==> src/rtl/multicycle_ctrl.sv <==
// multicycle_ctrl: multicycle control FSM for the tiny RV32I core.
// Steps each instruction through FETCH/DECODE/EXEC/MEM/WB. It drives the ALU
// op code and the operand selects, and it resolves branches from the ALU
// zero flag. A watchdog halts the core when a memory access does not finish.
//
// Ports:
//   clk, reset            clock, synchronous active-high reset
//   instr                 IR contents (valid from DECODE onward)
//   alu_zero              ALU zero flag
//   imem_ready/dmem_ready memory handshake completions
//   imem_req, ir_we       instruction fetch request / IR load
//   dmem_req, dmem_we     data access request / store
//   alu_op                ALU_CTRL_* code
//   alu_a_sel/alu_b_sel   operand selects (A: RS1/PC/ZERO, B: RS2/IMM)
//   imm_sel               immediate format (I/S/B/U/J)
//   target_we             latch ALUOut into the branch-target register
//   pc_we, pc_src         PC update and source (PC+4/target/ALUOut&~1)
//   reg_we, wb_sel        register write and source (ALUOut/load/PC+4)
//   illegal_instr         one-cycle pulse on an unsupported opcode
//   halted                core halted (left only by reset)
//   state                 debug view of the FSM state
module multicycle_ctrl #(
  parameter int unsigned TIMEOUT = 16
) (
  input  logic        clk,
  input  logic        reset,
  input  logic [31:0] instr,
  input  logic        alu_zero,
  input  logic        imem_ready,
  input  logic        dmem_ready,
  output logic        imem_req,
  output logic        ir_we,
  output logic        dmem_req,
  output logic        dmem_we,
  output logic [3:0]  alu_op,
  output logic [1:0]  alu_a_sel,
  output logic        alu_b_sel,
  output logic [2:0]  imm_sel,
  output logic        target_we,
  output logic        pc_we,
  output logic [1:0]  pc_src,
  output logic        reg_we,
  output logic [1:0]  wb_sel,
  output logic        illegal_instr,
  output logic        halted,
  output logic [2:0]  state
);

  // ALU_CTRL_* codes
  localparam logic [3:0] ALU_ADD   = 4'd0;
  localparam logic [3:0] ALU_SUB   = 4'd1;
  localparam logic [3:0] ALU_SLL   = 4'd2;
  localparam logic [3:0] ALU_SLT   = 4'd3;
  localparam logic [3:0] ALU_SLTU  = 4'd4;
  localparam logic [3:0] ALU_XOR   = 4'd5;
  localparam logic [3:0] ALU_SRL   = 4'd6;
  localparam logic [3:0] ALU_SRA   = 4'd7;
  localparam logic [3:0] ALU_OR    = 4'd8;
  localparam logic [3:0] ALU_AND   = 4'd9;
  localparam logic [3:0] ALU_LUI   = 4'd10;
  localparam logic [3:0] ALU_AUIPC = 4'd11;

  localparam logic [1:0] A_RS1 = 2'd0;
  localparam logic [1:0] A_PC = 2'd1;
  localparam logic [1:0] A_ZERO = 2'd2;
  localparam logic [2:0] IMM_I = 3'd0;
  localparam logic [2:0] IMM_S = 3'd1;
  localparam logic [2:0] IMM_B = 3'd2;
  localparam logic [2:0] IMM_U = 3'd3;
  localparam logic [2:0] IMM_J = 3'd4;
  localparam logic [1:0] PC_PLUS4 = 2'd0;
  localparam logic [1:0] PC_TARGET = 2'd1;
  localparam logic [1:0] PC_ALU = 2'd2;
  localparam logic [1:0] WB_ALU = 2'd0;
  localparam logic [1:0] WB_MEM = 2'd1;
  localparam logic [1:0] WB_PC4 = 2'd2;

  localparam int unsigned CW = (TIMEOUT > 2) ? $clog2(TIMEOUT) : 1;

  typedef enum logic [2:0] {
    FETCH  = 3'd0,
    DECODE = 3'd1,
    EXEC   = 3'd2,
    MEM    = 3'd3,
    WB     = 3'd4,
    HALT   = 3'd5
  } stateT;

  stateT curState, nextState;
  logic [CW-1:0] waitCnt;
  logic waitExpired;

  logic [2:0] funct3;
  logic isLui, isAuipc, isJal, isJalr, isBranch, isLoad, isStore;
  logic isOpImm, isOp, isSys, isLegal;
  logic [3:0] brOp;
  logic brTaken;

  function automatic logic [3:0] aluFunc(input logic [2:0] f3, input logic alt);
    case (f3)
      3'b000:  return alt ? ALU_SUB : ALU_ADD;
      3'b001:  return ALU_SLL;
      3'b010:  return ALU_SLT;
      3'b011:  return ALU_SLTU;
      3'b100:  return ALU_XOR;
      3'b101:  return alt ? ALU_SRA : ALU_SRL;
      3'b110:  return ALU_OR;
      default: return ALU_AND;
    endcase
  endfunction

  assign funct3 = instr[14:12];
  assign state = curState;
  assign waitExpired = (waitCnt == CW'(TIMEOUT - 1));

  always_comb begin
    isLui    = (instr[6:0] == 7'b0110111);
    isAuipc  = (instr[6:0] == 7'b0010111);
    isJal    = (instr[6:0] == 7'b1101111);
    isJalr   = (instr[6:0] == 7'b1100111);
    isBranch = (instr[6:0] == 7'b1100011);
    isLoad   = (instr[6:0] == 7'b0000011);
    isStore  = (instr[6:0] == 7'b0100011);
    isOpImm  = (instr[6:0] == 7'b0010011);
    isOp     = (instr[6:0] == 7'b0110011);
    // Only ECALL and EBREAK are supported from the SYSTEM space.
    isSys    = (instr == 32'h0000_0073) || (instr == 32'h0010_0073);
    isLegal  = isLui | isAuipc | isJal | isJalr | isBranch | isLoad |
               isStore | isOpImm | isOp | isSys;
  end

  // Branch compare: SUB for (in)equality, SLT/SLTU for ordering; GE forms
  // are taken when the "less than" result is zero.
  always_comb begin
    brOp = ALU_SUB;
    brTaken = 1'b0;
    case (funct3)
      3'b000: brTaken = alu_zero;
      3'b001: brTaken = !alu_zero;
      3'b100: begin brOp = ALU_SLT;  brTaken = !alu_zero; end
      3'b101: begin brOp = ALU_SLT;  brTaken = alu_zero;  end
      3'b110: begin brOp = ALU_SLTU; brTaken = !alu_zero; end
      3'b111: begin brOp = ALU_SLTU; brTaken = alu_zero;  end
      default: ;
    endcase
  end

  always_ff @(posedge clk) begin
    if (reset) begin
      curState <= FETCH;
    end else begin
      curState <= nextState;
    end
  end

  // Any state change clears the count, which covers entry to FETCH and MEM.
  always_ff @(posedge clk) begin
    if (reset) begin
      waitCnt <= '0;
    end else if (nextState != curState) begin
      waitCnt <= '0;
    end else if ((curState == FETCH && !imem_ready) ||
                 (curState == MEM && !dmem_ready)) begin
      waitCnt <= waitCnt + CW'(1);
    end
  end

  always_comb begin
    nextState = curState;
    case (curState)
      FETCH: begin
        if (imem_ready) nextState = DECODE;
        else if (waitExpired) nextState = HALT;
      end
      DECODE: begin
        if (!isLegal) nextState = FETCH;
        else if (isSys) nextState = HALT;
        else nextState = EXEC;
      end
      EXEC: begin
        if (isLoad || isStore) nextState = MEM;
        else if (isBranch || isJal || isJalr) nextState = FETCH;
        else nextState = WB;
      end
      MEM: begin
        if (dmem_ready) nextState = isLoad ? WB : FETCH;
        else if (waitExpired) nextState = HALT;
      end
      WB:      nextState = FETCH;
      HALT:    nextState = HALT;
      default: nextState = FETCH;
    endcase
  end

  always_comb begin
    imem_req = 1'b0;
    ir_we = 1'b0;
    dmem_req = 1'b0;
    dmem_we = 1'b0;
    alu_op = ALU_ADD;
    alu_a_sel = A_RS1;
    alu_b_sel = 1'b0;
    imm_sel = IMM_I;
    target_we = 1'b0;
    pc_we = 1'b0;
    pc_src = PC_PLUS4;
    reg_we = 1'b0;
    wb_sel = WB_ALU;
    illegal_instr = 1'b0;
    halted = 1'b0;
    case (curState)
      FETCH: begin
        imem_req = 1'b1;
        ir_we = imem_ready;
      end
      DECODE: begin
        // PC + offset is precomputed into the target register here.
        alu_a_sel = A_PC;
        alu_b_sel = 1'b1;
        target_we = 1'b1;
        if (isBranch) imm_sel = IMM_B;
        else if (isJal) imm_sel = IMM_J;
        if (!isLegal) begin
          illegal_instr = 1'b1;
          pc_we = 1'b1;
        end
      end
      EXEC: begin
        if (isOp) begin
          alu_op = aluFunc(funct3, instr[30]);
        end else if (isOpImm) begin
          alu_op = aluFunc(funct3, instr[30] && (funct3 == 3'b101));
          alu_b_sel = 1'b1;
        end else if (isLoad || isStore) begin
          alu_b_sel = 1'b1;
          imm_sel = isStore ? IMM_S : IMM_I;
        end else if (isBranch) begin
          alu_op = brOp;
          pc_we = 1'b1;
          pc_src = brTaken ? PC_TARGET : PC_PLUS4;
        end else if (isJal) begin
          pc_we = 1'b1;
          pc_src = PC_TARGET;
          reg_we = 1'b1;
          wb_sel = WB_PC4;
        end else if (isJalr) begin
          alu_b_sel = 1'b1;
          pc_we = 1'b1;
          pc_src = PC_ALU;
          reg_we = 1'b1;
          wb_sel = WB_PC4;
        end else if (isLui) begin
          alu_op = ALU_LUI;
          alu_a_sel = A_ZERO;
          alu_b_sel = 1'b1;
          imm_sel = IMM_U;
        end else if (isAuipc) begin
          alu_op = ALU_AUIPC;
          alu_a_sel = A_PC;
          alu_b_sel = 1'b1;
          imm_sel = IMM_U;
        end
      end
      MEM: begin
        dmem_req = 1'b1;
        dmem_we = isStore;
        if (dmem_ready && isStore) pc_we = 1'b1;
      end
      WB: begin
        reg_we = 1'b1;
        wb_sel = isLoad ? WB_MEM : WB_ALU;
        pc_we = 1'b1;
      end
      HALT: halted = 1'b1;
      default: ;
    endcase
  end

endmodule

==> config.mk <==
export PLATFORM = sky130hd
export DESIGN_NAME = multicycle_ctrl
export DESIGN_NICKNAME = d
export VERILOG_FILES = /design/src/rtl/multicycle_ctrl.sv
export SDC_FILE = /design/constraint.sdc
export NUM_CORES = 1
export LEC_CHECK = 0
export CAP_MARGIN = 20
export CORE_MARGIN = 4
export CORE_UTILIZATION = 39
export CTS_CLUSTER_DIAMETER = 30
export DETAILED_ROUTE_END_ITERATION = 8
export PLACE_DENSITY = 0.95
export SLEW_MARGIN = 20
export SYNTH_ARGS = -nofsm -noshare
export SYNTH_HDL_FRONTEND = slang
export SYNTH_SLANG_ARGS = --single-unit
==> constraint.sdc <==
create_clock -name clk -period 4.7 [get_ports clk]
set_input_delay 0.94 -clock clk [delete_from_list [all_inputs] [get_ports clk]]
set_output_delay 0.94 -clock clk [all_outputs]
set_load 0.02 [all_outputs]
# Word level (Yosys, flattened, before mapping)
# Cells that the tools add are included.
# word_totals
romBits	0
latch_bits	0
out_inout_bits	26
in_bits	37
wordCells	148
regBits	7
ramBits	0
mem_count	0
# classes
n_lt_le_gt_ge	0
mux	92
shift	0
div	0
eq_ne	25
n_addsub	1
multipliers	0
reduce_logical	19
n_bitwise	9
# op_table
op	n
one-hot mux 4 bit (7 select lines)	2
2-to-1 mux 2 bit	27
2-to-1 mux 4 bit	9
2-to-1 mux 1 bit	35
equality test 32 x 21 -> 1 bit, second input constant	1
equality test 32 x 7 -> 1 bit, second input constant	1
2-to-1 mux 3 bit	10
equality test 7 x 6 -> 1 bit, second input constant	3
equality test 7 bit, second input constant	3
equality test 3 bit, second input constant	6
one-hot mux 3 bit (5 select lines)	1
equality test 7 x 5 -> 1 bit, second input constant	2
equality test 3 x 2 -> 1 bit, second input constant	4
one-hot mux 3 bit (2 select lines)	2
OR 1 bit	9
one-hot mux 2 bit (2 select lines)	2
equality test 7 x 2 -> 1 bit, second input constant	1
equality test 3 x 1 -> 1 bit, second input constant	2
zero test 3 bit	2
one-hot mux 1 bit (2 select lines)	3
OR reduction 2 bit	3
OR reduction 3 bit	2
logical OR 1 bit	5
adder 4 x 1 -> 4 bit, second input constant	1
5 further kinds	10

# Longest topological paths before layout
# depth
word_depth	14
mapped_depth	6
depth_no_buf	5

# Worst setup path after synthesis
# Ideal clock, no wire load.
# synth_timing
path_kind	input port to output port
startpoint	in instr[3]
endpoint	out pc_we
path_slack_ns	1.254
arrival_time_ns	2.506
path_buffers	1
required_ns	3.760
stages	6
cell_sequence	buf_2 -> nand4bb_1 -> or4_1 -> nor4_2 -> nor3_1 -> nand4b_1
# synth_via
elab_chain_len	12
elab_cells_between_ends	32
cone_classes	11 x eq/ne; 9 x mux; 9 x bitwise; 3 x reduce/logical
# synth_rtl
item	line	rtl
from (decl)	27	input logic [31:0] instr,
equality test 7 x 6 -> 1 bit / equality test 7 x 5 -> 1 bit (equally long branches)	117, 118	
OR 1 bit (6 in series)	128	isLegal = isLui | isAuipc | isJal | isJalr | isBranch | isLoad |
OR 1 bit (3 in series)	129	isStore | isOpImm | isOp | isSys;
2-to-1 mux 1 bit	223	if (!isLegal) begin
one-hot mux 1 bit (4 select lines) *	211	case (curState)
to (decl)	40	output logic pc_we,
# Mark *: on every way between the ends. The rest lies on a longest branch, timed or not.

# Final worst setup path
# layout_timing
startpoint	in instr[4]
endpoint	out pc_we
# The elaborated chain is that of the path after synthesis.

==> impl_metrics.csv <==
group,metric,value,unit
sta,finalSetupViolCount,0,
worst_setup_path,worstReg2RegEnd,"waitCnt[3]",
yosys,synth_edf_count,0,
clocking,cts_inserted_buffers,3,
hold_path,hold_path.class,"reg2reg",
worst_setup_path,end_kind,"output pin",
layout,fill_cells,195,
yosys,yosys.area.top_type,"dfxtp_1",
place,port-buffer-count,61,
sta,slew_viol_final,0,
sta,fmax,235,MHz
worst_setup_path,crit_arrival,3.31,ns
worst_setup_path,reg2reg_depth,5,
global_route,grt_max_degree,15,
floorplan,dieWidth,58.0,um
yosys,synthArstFlopShare,0,%
sta,fin_ws,0.448,ns
clocking,insertion_delay,0.25,ns
clocking,root_buffer,"clkbuf_4",
global_route,grt_util_met3,4.23,%
yosys,avgSynthCellArea,6.46,sq um
run,drv_cap,0,
yosys,mappedNetlistArea,976,sq um
layout,multi_input_area,783,sq um
clocking,cts_max_level,1,
layout,drive_gt1_share,6.16,%
yosys,ys.flop_type,"dfxtp_1",
yosys,ys_seq_area_share,14.4,%
layout,final_cell_area,1640,sq um
outcome,status,"finished clean",
clocking,post_cts_resized,0,
routing,routed_via_density,5.84,
floorplan,die_y,58.0,um
sta,fin_crit_sh,90.5,%
routing,drtPass1Iterations,4,
place,gp_congestion,0.901,
layout,area_growth,68.5,%
sta,tightest_slew,0.615,ns
global_route,grt_pass1_vias,1339,
routing,wire_per_inst,14.9,um
layout,register_area,140,sq um
yosys,synth_commonest_cells,"16 x nand2_1, 16 x nor2_1, 14 x a21oi_1, 11 x nor3_1",
floorplan,pin_count,63,
yosys,yosysTopAreaCellShare,14.4,%
layout,finalNetCount,250,
sta,layout_min_cycle_time,4.25,ns
yosys,syn_inst,151,
floorplan,die-area,3370,sq um
yosys,synthTopCellsByArea,"dfxtp_1 14%, a21oi_1 7.2%, nand2_1 6.2%",
place,postPlaceCellArea,1620,sq um
sta,skew,0.00514,ns
worst_setup_path,crit_type,"in2out",
sta,rsz0062_at_grt,"false",
place,hpwl,2950,um
worst_setup_path,crit_fanout,12,
sta,fin_setup_tns,0,ns
clocking,ctsHoldBuffers,0,
global_route,use_met2,39.5,%
clocking,cts_max_path_buffers,2,
worst_setup_path,rr_startpoint,"state[1]",
global_route,overflow,0,
routing,vias,1395,
yosys,syn-num-nets,189,
global_route,grt.busiest_layer,"met2",
routing,drc,0,
yosys,post_synth_num_cell_types,44,
worst_setup_path,crit_required,3.76,ns
routing,drt_iter0_drc,43,
routing,ant_nets,0,
yosys,synth-seq-cells,7,
worst_setup_path,start_kind,"input pin",
sta,whs,0.560,ns
floorplan,core,2300,sq um
global_route,antenna_found_initial,0,
power_and_ir_drop,vdd_ir_drop_max,0.161,mV
floorplan,start_util,42.5,%
yosys,yosysWarnings,0,
power_and_ir_drop,p_leak,0.566,nW
routing,wl,3560,um
worst_setup_path,crit_start,"instr[4]",
global_route,grt_util_met1,22.1,%
clocking,clk_pin_slew,0.05,ns
worst_setup_path,rrSetupSlack,2.80,ns
clocking,cts_setup_buffers,0,
sta,hold_violations,0,
power_and_ir_drop,power_density,124,nW/um^2
power_and_ir_drop,power.total,0.000203,W
clocking,tritoncts,"yes",
floorplan,core.rowCount,17,
clocking,cts.sinks,7,
global_route,grt_pass1_wl,5560,um
worst_setup_path,setup.worst_path.end,"pc_we",
sta,slew_headroom,59.0,%
global_route,track_usage,20.4,%
place,pre_cts_ws,0.462,ns
layout,n_antenna_cell,0,
==> state kept, by name (all words and copies together) (netlist names) <==
signal   count
state        3
waitCnt      4
==> metal layers <==
metal,vias up,wire length (um)
met4,0,42
met1,636,1410
met2,74,1840
li1,681,-
met3,4,262
met5,-,0
==> critical path, stage by stage <==
cell	delay [ns]
clkdlybuf4s50_1	0.72
nor4b_1	0.33
nand2_1	0.11
nor4_2	0.34
nor3_1	0.12
nand4b_1	0.19
clkdlybuf4s50_1	0.55
==> area by class of cell <==
class / instances / share of cell area [%]
clock buffer: 4 / 1.60
tap: 28 / 2.13
sequential: 7 / 8.52
timing repair buffer: 66 / 39.4
inverter: 3 / 0.685
multi-input combinational: 131 / 47.6
==> report_power, final <==
group	leakage (nW)	switching (W)	internal, W	total, W
combinational	0.494	0.0000380	0.0000482	0.0000862
sequential	0.0567	0.00000236	0.0000606	0.0000629
clock	0.0150	0.0000216	0.0000324	0.0000539
total	0.566	0.0000619	0.000141	0.000203
==> worst min-delay path by stage <==
stage	endpoint	cells past startpoint	from	slack [ns]
after floorplan	waitCnt[1]	2	waitCnt[1]	0.49
after global placement	waitCnt[1]	2	waitCnt[1]	0.50
after detailed placement	waitCnt[3]	2	waitCnt[3]	0.54
after CTS	waitCnt[3]	2	waitCnt[3]	0.56
after global routing	waitCnt[3]	2	waitCnt[3]	0.61
final	waitCnt[1]	2	waitCnt[1]	0.56
==> metrics by stage <==
step	cells	utilization, %
6_report	239	71.6
4_1_cts	239	71.6
3_5_place_dp	235	70.4
2_1_floorplan	151	-
5_1_grt	239	71.6
3_3_place_gp	235	70.4
==> placed cells by master (no fill, tap or decap), drive strengths merged, types with 2 or more instances in the layout <==
cell and instances:
a21oi 14, and2 4, and3 5, buf 5, clkbuf 4, clkdlybuf4s50 61
dfxtp 7, inv 3, mux2i 2, nand2 16, nand2b 4, nand3 4
nand3b 4, nand4 2, nand4b 2, nor2 16, nor2b 2, nor3 11
nor3b 2, nor4 5, o21ai 9, o31ai 2, or3 6, or4 2
xor2 3
==> logic make-up after synthesis <==
group / share of synthesized area, %
multiplexers: 2.05
AND/OR/NAND/NOR: 51.5
XOR/XNOR: 3.59
adder cells (fa/ha/maj): 1.28
buffers and inverters: 5.38
flip-flops: 14.4
AO/OA/AOI/OAI: 21.8
Power figures use the tool's default switching activity.
==> RTL change 1 (same flow settings) <==
`TIMEOUT`: 16 -> 8.
--- a/src/rtl/multicycle_ctrl.sv
+++ b/src/rtl/multicycle_ctrl.sv
@@ -21,5 +21,5 @@
 //   state                 debug view of the FSM state
 module multicycle_ctrl #(
-  parameter int unsigned TIMEOUT = 16
+  parameter int unsigned TIMEOUT = 8
 ) (
   input  logic        clk,
Check against the original RTL: not equivalent (Yosys sat finds a counterexample within 10 cycles, from zero or initial values and one cycle with reset high).
==> RTL change 1 against the original RTL <==
- count of clock-buffer cells in the layout shrank 1
- setup slack lost 52 ps
- worst hold slack lost 38 ps
- global-route usage shrank 0.52 points
- register-to-register slack gained 90 ps
- non-clock buffer count shrank 5
- highest routed layer unchanged
- sequential cell count shrank 1
- synthesized area shrank 9.0%
- cell count shrank 5.9%
- power shrank 9.1%
- routed wire length shrank 10%
- largest power group unchanged
- final area shrank 7.2%
==> RTL change 1: results (changes against the original RTL) <==
INFO  metric gr-usage-met1 = 20.8% (-1.2 points)
INFO  metric dr.first_iter.drc_count = 51 (+19%)
INFO  metric slew_headroom = 64.7% (+5.7 points)
INFO  metric placement.setup.worst_slack = 392 ps (-69.7 ps)
INFO  metric fillers = 187 (-4.1%)
INFO  metric bufAreaShareNonClock = 40.0% (+0.58 points)
INFO  metric postRouteWirelength = 3200 um (-10%)
INFO  metric routed-wl-met2 = 1690 um (-8.6%)
INFO  metric multiInputCombCellCount = 121 (-7.6%)
INFO  metric design.seq.count = 6 (-1)
INFO  metric synth-seq-area-share = 13.5% (-0.84 points)
INFO  metric wl_met3 = 256 um (-2.3%)
INFO  metric arrival_time_at_the_worst_endpoint = 3360 ps (+50 ps)
INFO  metric areaGrowthSynthToFinish = 71.8%
INFO  metric finish.net_count = 238 (-4.8%)
INFO  metric nNonClkBuffers = 61 (-7.6%)
INFO  metric net-switching-power = 0.0575 mW (-7.1%)
INFO  metric grt_pass1_wl = 5160 um (-7.2%)
INFO  metric outcome = finished, final reports clean
INFO  metric drt_first_pass_iters = 5 (+1)
INFO  metric synth.area.mux_share = 2.25% (+0.20 points)
INFO  metric synth.cells.most_frequent = sky130_fd_sc_hd__nor2_1, sky130_fd_sc_hd__nand2_1, sky130_fd_sc_hd__nor3_1
INFO  metric instance_count_of_the_mapped_netlist = 141 (-6.6%)
INFO  metric synthXorXnorAreaFrac = 1.97% (-1.6 points)
INFO  metric n_all_inverters = 6 (+3)
INFO  metric yosysUniqueCellTypes = 41 (-6.8%)
INFO  metric timing.rr.end = waitCnt[2]$_SDFFE_PP0P_
INFO  metric clock_skew = 4.50 ps (-0.636 ps)
INFO  metric multi_input_area_share = 46.9% (-0.76 points)
INFO  metric sum_of_routed_wire_segments_on_met1 = 1230 um (-13%)
INFO  metric fin_worst_hold_slack = 521 ps (-38.1 ps)
INFO  metric grtUsageTotal = 19.9% (-0.52 points)
INFO  metric clock_buffers = 3 (-1)
INFO  metric placedCellCount = 222 (-5.5%)
INFO  metric clock_cell_area_share = 1.48% (-0.12 points)
INFO  metric power_leakage = 0.582 nW (+2.8%)
INFO  metric post_drt_wl_per_cell = 14.2 um (-4.6%)
INFO  metric post_synth_main_area_contributors = sky130_fd_sc_hd__dfxtp_1, sky130_fd_sc_hd__nor2_1, sky130_fd_sc_hd__nand2_1
INFO  metric synthesized_area_fraction_occupied_by_ao_oa_aoi_and_oai_cells = 20.7% (-1.1 points)
INFO  metric layout-drive-gt1-share = 4.57% (-1.6 points)
INFO  metric synth_adder_area_share = 2.82% (+1.5 points)
RTL change 1: cell types whose count changed after synthesis, sizes merged, moves of 3 or more:
cell,delta
inv,+3
a21oi,-8
a31oi,+3
nor2b,+5
nand3b,-3
buf,-3
or3,-5
nor2,+3
RTL change 1: power by group through the flow:
stage | logic, mW | registers, mW | clock network [mW]
detailed placement | 0.0824 | 0.0556 | 0
finish | 0.0831 | 0.0548 | 0.0466
global route | 0.0893 | 0.0551 | 0.0514
floorplan | 0.0359 | 0.0548 | 0
global placement | 0.0797 | 0.0555 | 0
CTS | 0.0826 | 0.0547 | 0.0473
RTL change 1: worst max-delay path: stages:
cell and delay, ps:
sky130_fd_sc_hd__clkdlybuf4s50_1 400, sky130_fd_sc_hd__or4_1 500, sky130_fd_sc_hd__or4_1 420, sky130_fd_sc_hd__nor3_2 230, sky130_fd_sc_hd__nor3_1 100, sky130_fd_sc_hd__a211o_1 230, sky130_fd_sc_hd__clkdlybuf4s50_1 540
==> RTL change 2 (config.mk and constraints unchanged) <==
Without the edit above. Make the reset (`reset`) asynchronous in 2 clocked blocks. Comments in the files are not updated.
--- a/src/rtl/multicycle_ctrl.sv
+++ b/src/rtl/multicycle_ctrl.sv
@@ -146,5 +146,5 @@
   end
 
-  always_ff @(posedge clk) begin
+  always_ff @(posedge clk or posedge reset) begin
     if (reset) begin
       curState <= FETCH;
@@ -155,5 +155,5 @@
 
   // Any state change clears the count, which covers entry to FETCH and MEM.
-  always_ff @(posedge clk) begin
+  always_ff @(posedge clk or posedge reset) begin
     if (reset) begin
       waitCnt <= '0;
Formal check against the unedited RTL: differs if reset is asserted again (counterexample within 4 cycles, from zero or initial values and one cycle with reset high); with reset held inactive, the same outputs for 10 cycles.
==> RTL change 2 against the original RTL <==
- sequential cell count unchanged
- final area up 6.2%
- synthesized area up 10%
- critical path depth unchanged
- routed wire length down 3.2%
- clock power up 3%
- setup slack worse by 63 ps
- power up 27%
- largest cell class unchanged
==> RTL change 2: results (changes against the original RTL) <==
INFO  metric outcome = finished, final reports clean
INFO  metric grt_start_max_net_pins = 16 (+1)
INFO  metric synth_top_flop_cell = sky130_fd_sc_hd__dfrtp_1
INFO  metric first_global_vias = 1221 (-8.8%)
INFO  metric dr.first_iter.drc_count = 78 (+81%)
INFO  metric clock_skew = 6.26 ps (+1.12 ps)
INFO  metric post_drt_wl_per_cell = 14.0 um (-5.9%)
INFO  metric slew_headroom = 72.0% (+13 points)
INFO  metric asyncSetResetFlopFracSynth = 100% (+100 points)
INFO  metric fillers = 199 (+2.1%)
INFO  metric critical_path.endpoint = pc_we
INFO  metric crit_path_max_fanout = 9 (-3)
INFO  metric grtUsageTotal = 19.6% (-0.82 points)
INFO  metric diodes = 0 (unchanged)
INFO  metric synth.net_count = 193 (+2.1%)
INFO  metric crit_path_start = instr[13]
INFO  metric critical_path.reg2reg.startpoint = state[0]$_DFF_PP0_
INFO  metric largest_register_ff_count = 4 (unchanged)
INFO  metric post_drt_via_cell_ratio = 5.63 (-3.5%)
INFO  metric finish.net_count = 255 (+2.0%)
INFO  metric grt_pass1_wl = 5570 um (+0.13%)
INFO  metric arrival_time_at_the_worst_endpoint = 3370 ps (+60 ps)
INFO  metric detailed_place_hpwl = 2810 um (-4.5%)
INFO  metric numCtsBuffers = 3 (unchanged)
INFO  metric yosysUniqueCellTypes = 49 (+11%)
INFO  metric peakVddDrop = 0.000154 V (-4.2%)
INFO  metric layout-drive-gt1-share = 7.87% (+1.7 points)
INFO  metric timing.rr.end = waitCnt[2]$_DFFE_PP0P_
INFO  metric synth-seq-area-share = 16.3% (+1.9 points)
INFO  metric place.gp.congestion = 0.883 (-2.0%)
INFO  metric post_synth_main_area_contributors = sky130_fd_sc_hd__dfrtp_1, sky130_fd_sc_hd__nor3_1, sky130_fd_sc_hd__nand2_1
INFO  metric ff2ff_setup_slack = 2700 ps (-100 ps)
INFO  metric synth.cells.most_frequent = sky130_fd_sc_hd__nand2_1, sky130_fd_sc_hd__nor2_1, sky130_fd_sc_hd__nor3_1
INFO  metric power_leakage = 0.639 nW (+13%)
==> RTL change 2: cells by family after synthesis <==
kind of cell,synth area share [%]
and+or+nand+nor,46.6
AOI/OAI and AO/OA,23.9
buffers and inverters,6.15
DFF,16.3
xor gates and xnor gates,4.07
muxes,1.86
adders and majority gates,1.16
==> RTL change 2: stage by stage <==
step / worst slack (ps) / hold slack [ps] / cell area (sq um) / power [mW] / std cells
floorplan: 1200 / 568 / 1080 / 0.137 / 155
global placement: 408 / 595 / 1720 / 0.199 / 242
CTS: 379 / 624 / 1750 / 0.259 / 246
finish: 385 / 633 / 1750 / 0.257 / 246
global route: 278 / 664 / 1750 / 0.273 / 246
detailed placement: 384 / 611 / 1720 / 0.203 / 242
==> RTL change 2: per-layer routing <==
metal,GRT usage (%),vias to the layer above,share of wire [%]
met1,26.9,633,45
met5,0,-,0
li1,-,702,-
met2,33.0,50,48
met3,3.62,0,7.1
met4,2.79,0,0
==> RTL change 2: report_power, final <==
part           leakage (nW)  total [mW]  internal, mW  switching [mW]
Combinational         0.528       0.131        0.0694          0.0621
Sequential           0.0956      0.0705        0.0635         0.00695
Clock                0.0150      0.0554        0.0325          0.0229
Total                 0.639       0.257         0.165          0.0920
==> RTL change 2: layout make-up <==
cell class / instances / area (sq um) / share of cell area (%)
Clock buffer: 4 / 26.3 / 1.51
Timing Repair Buffer: 67 / 656 / 37.6
Multi-Input combinational cell: 134 / 836 / 47.9
Tap cell: 30 / 37.5 / 2.15
Sequential cell: 7 / 175 / 10.0
Inverter: 4 / 15.0 / 0.860
==> RTL change 2: how the worst min path moves through the flow <==
stage / startpoint / to / slack (ps) / depth (start not counted)
floorplan: waitCnt[3]$_DFFE_PP0P_ / waitCnt[3]$_DFFE_PP0P_ / 570 / 2
detailed placement: waitCnt[3]$_DFFE_PP0P_ / waitCnt[3]$_DFFE_PP0P_ / 610 / 2
CTS: waitCnt[3]$_DFFE_PP0P_ / waitCnt[3]$_DFFE_PP0P_ / 620 / 2
global placement: waitCnt[1]$_DFFE_PP0P_ / waitCnt[1]$_DFFE_PP0P_ / 590 / 2
global route: waitCnt[3]$_DFFE_PP0P_ / waitCnt[3]$_DFFE_PP0P_ / 660 / 2
finish: waitCnt[3]$_DFFE_PP0P_ / waitCnt[3]$_DFFE_PP0P_ / 630 / 2
==> RTL change 2: worst max-delay path, stage by stage <==
cell,delay [ps]
sky130_fd_sc_hd__clkdlybuf4s50_1,550
sky130_fd_sc_hd__nor2_2,250
sky130_fd_sc_hd__nand4_1,100
sky130_fd_sc_hd__or4_1,560
sky130_fd_sc_hd__and3_4,220
sky130_fd_sc_hd__a211o_1,220
sky130_fd_sc_hd__clkdlybuf4s50_1,530
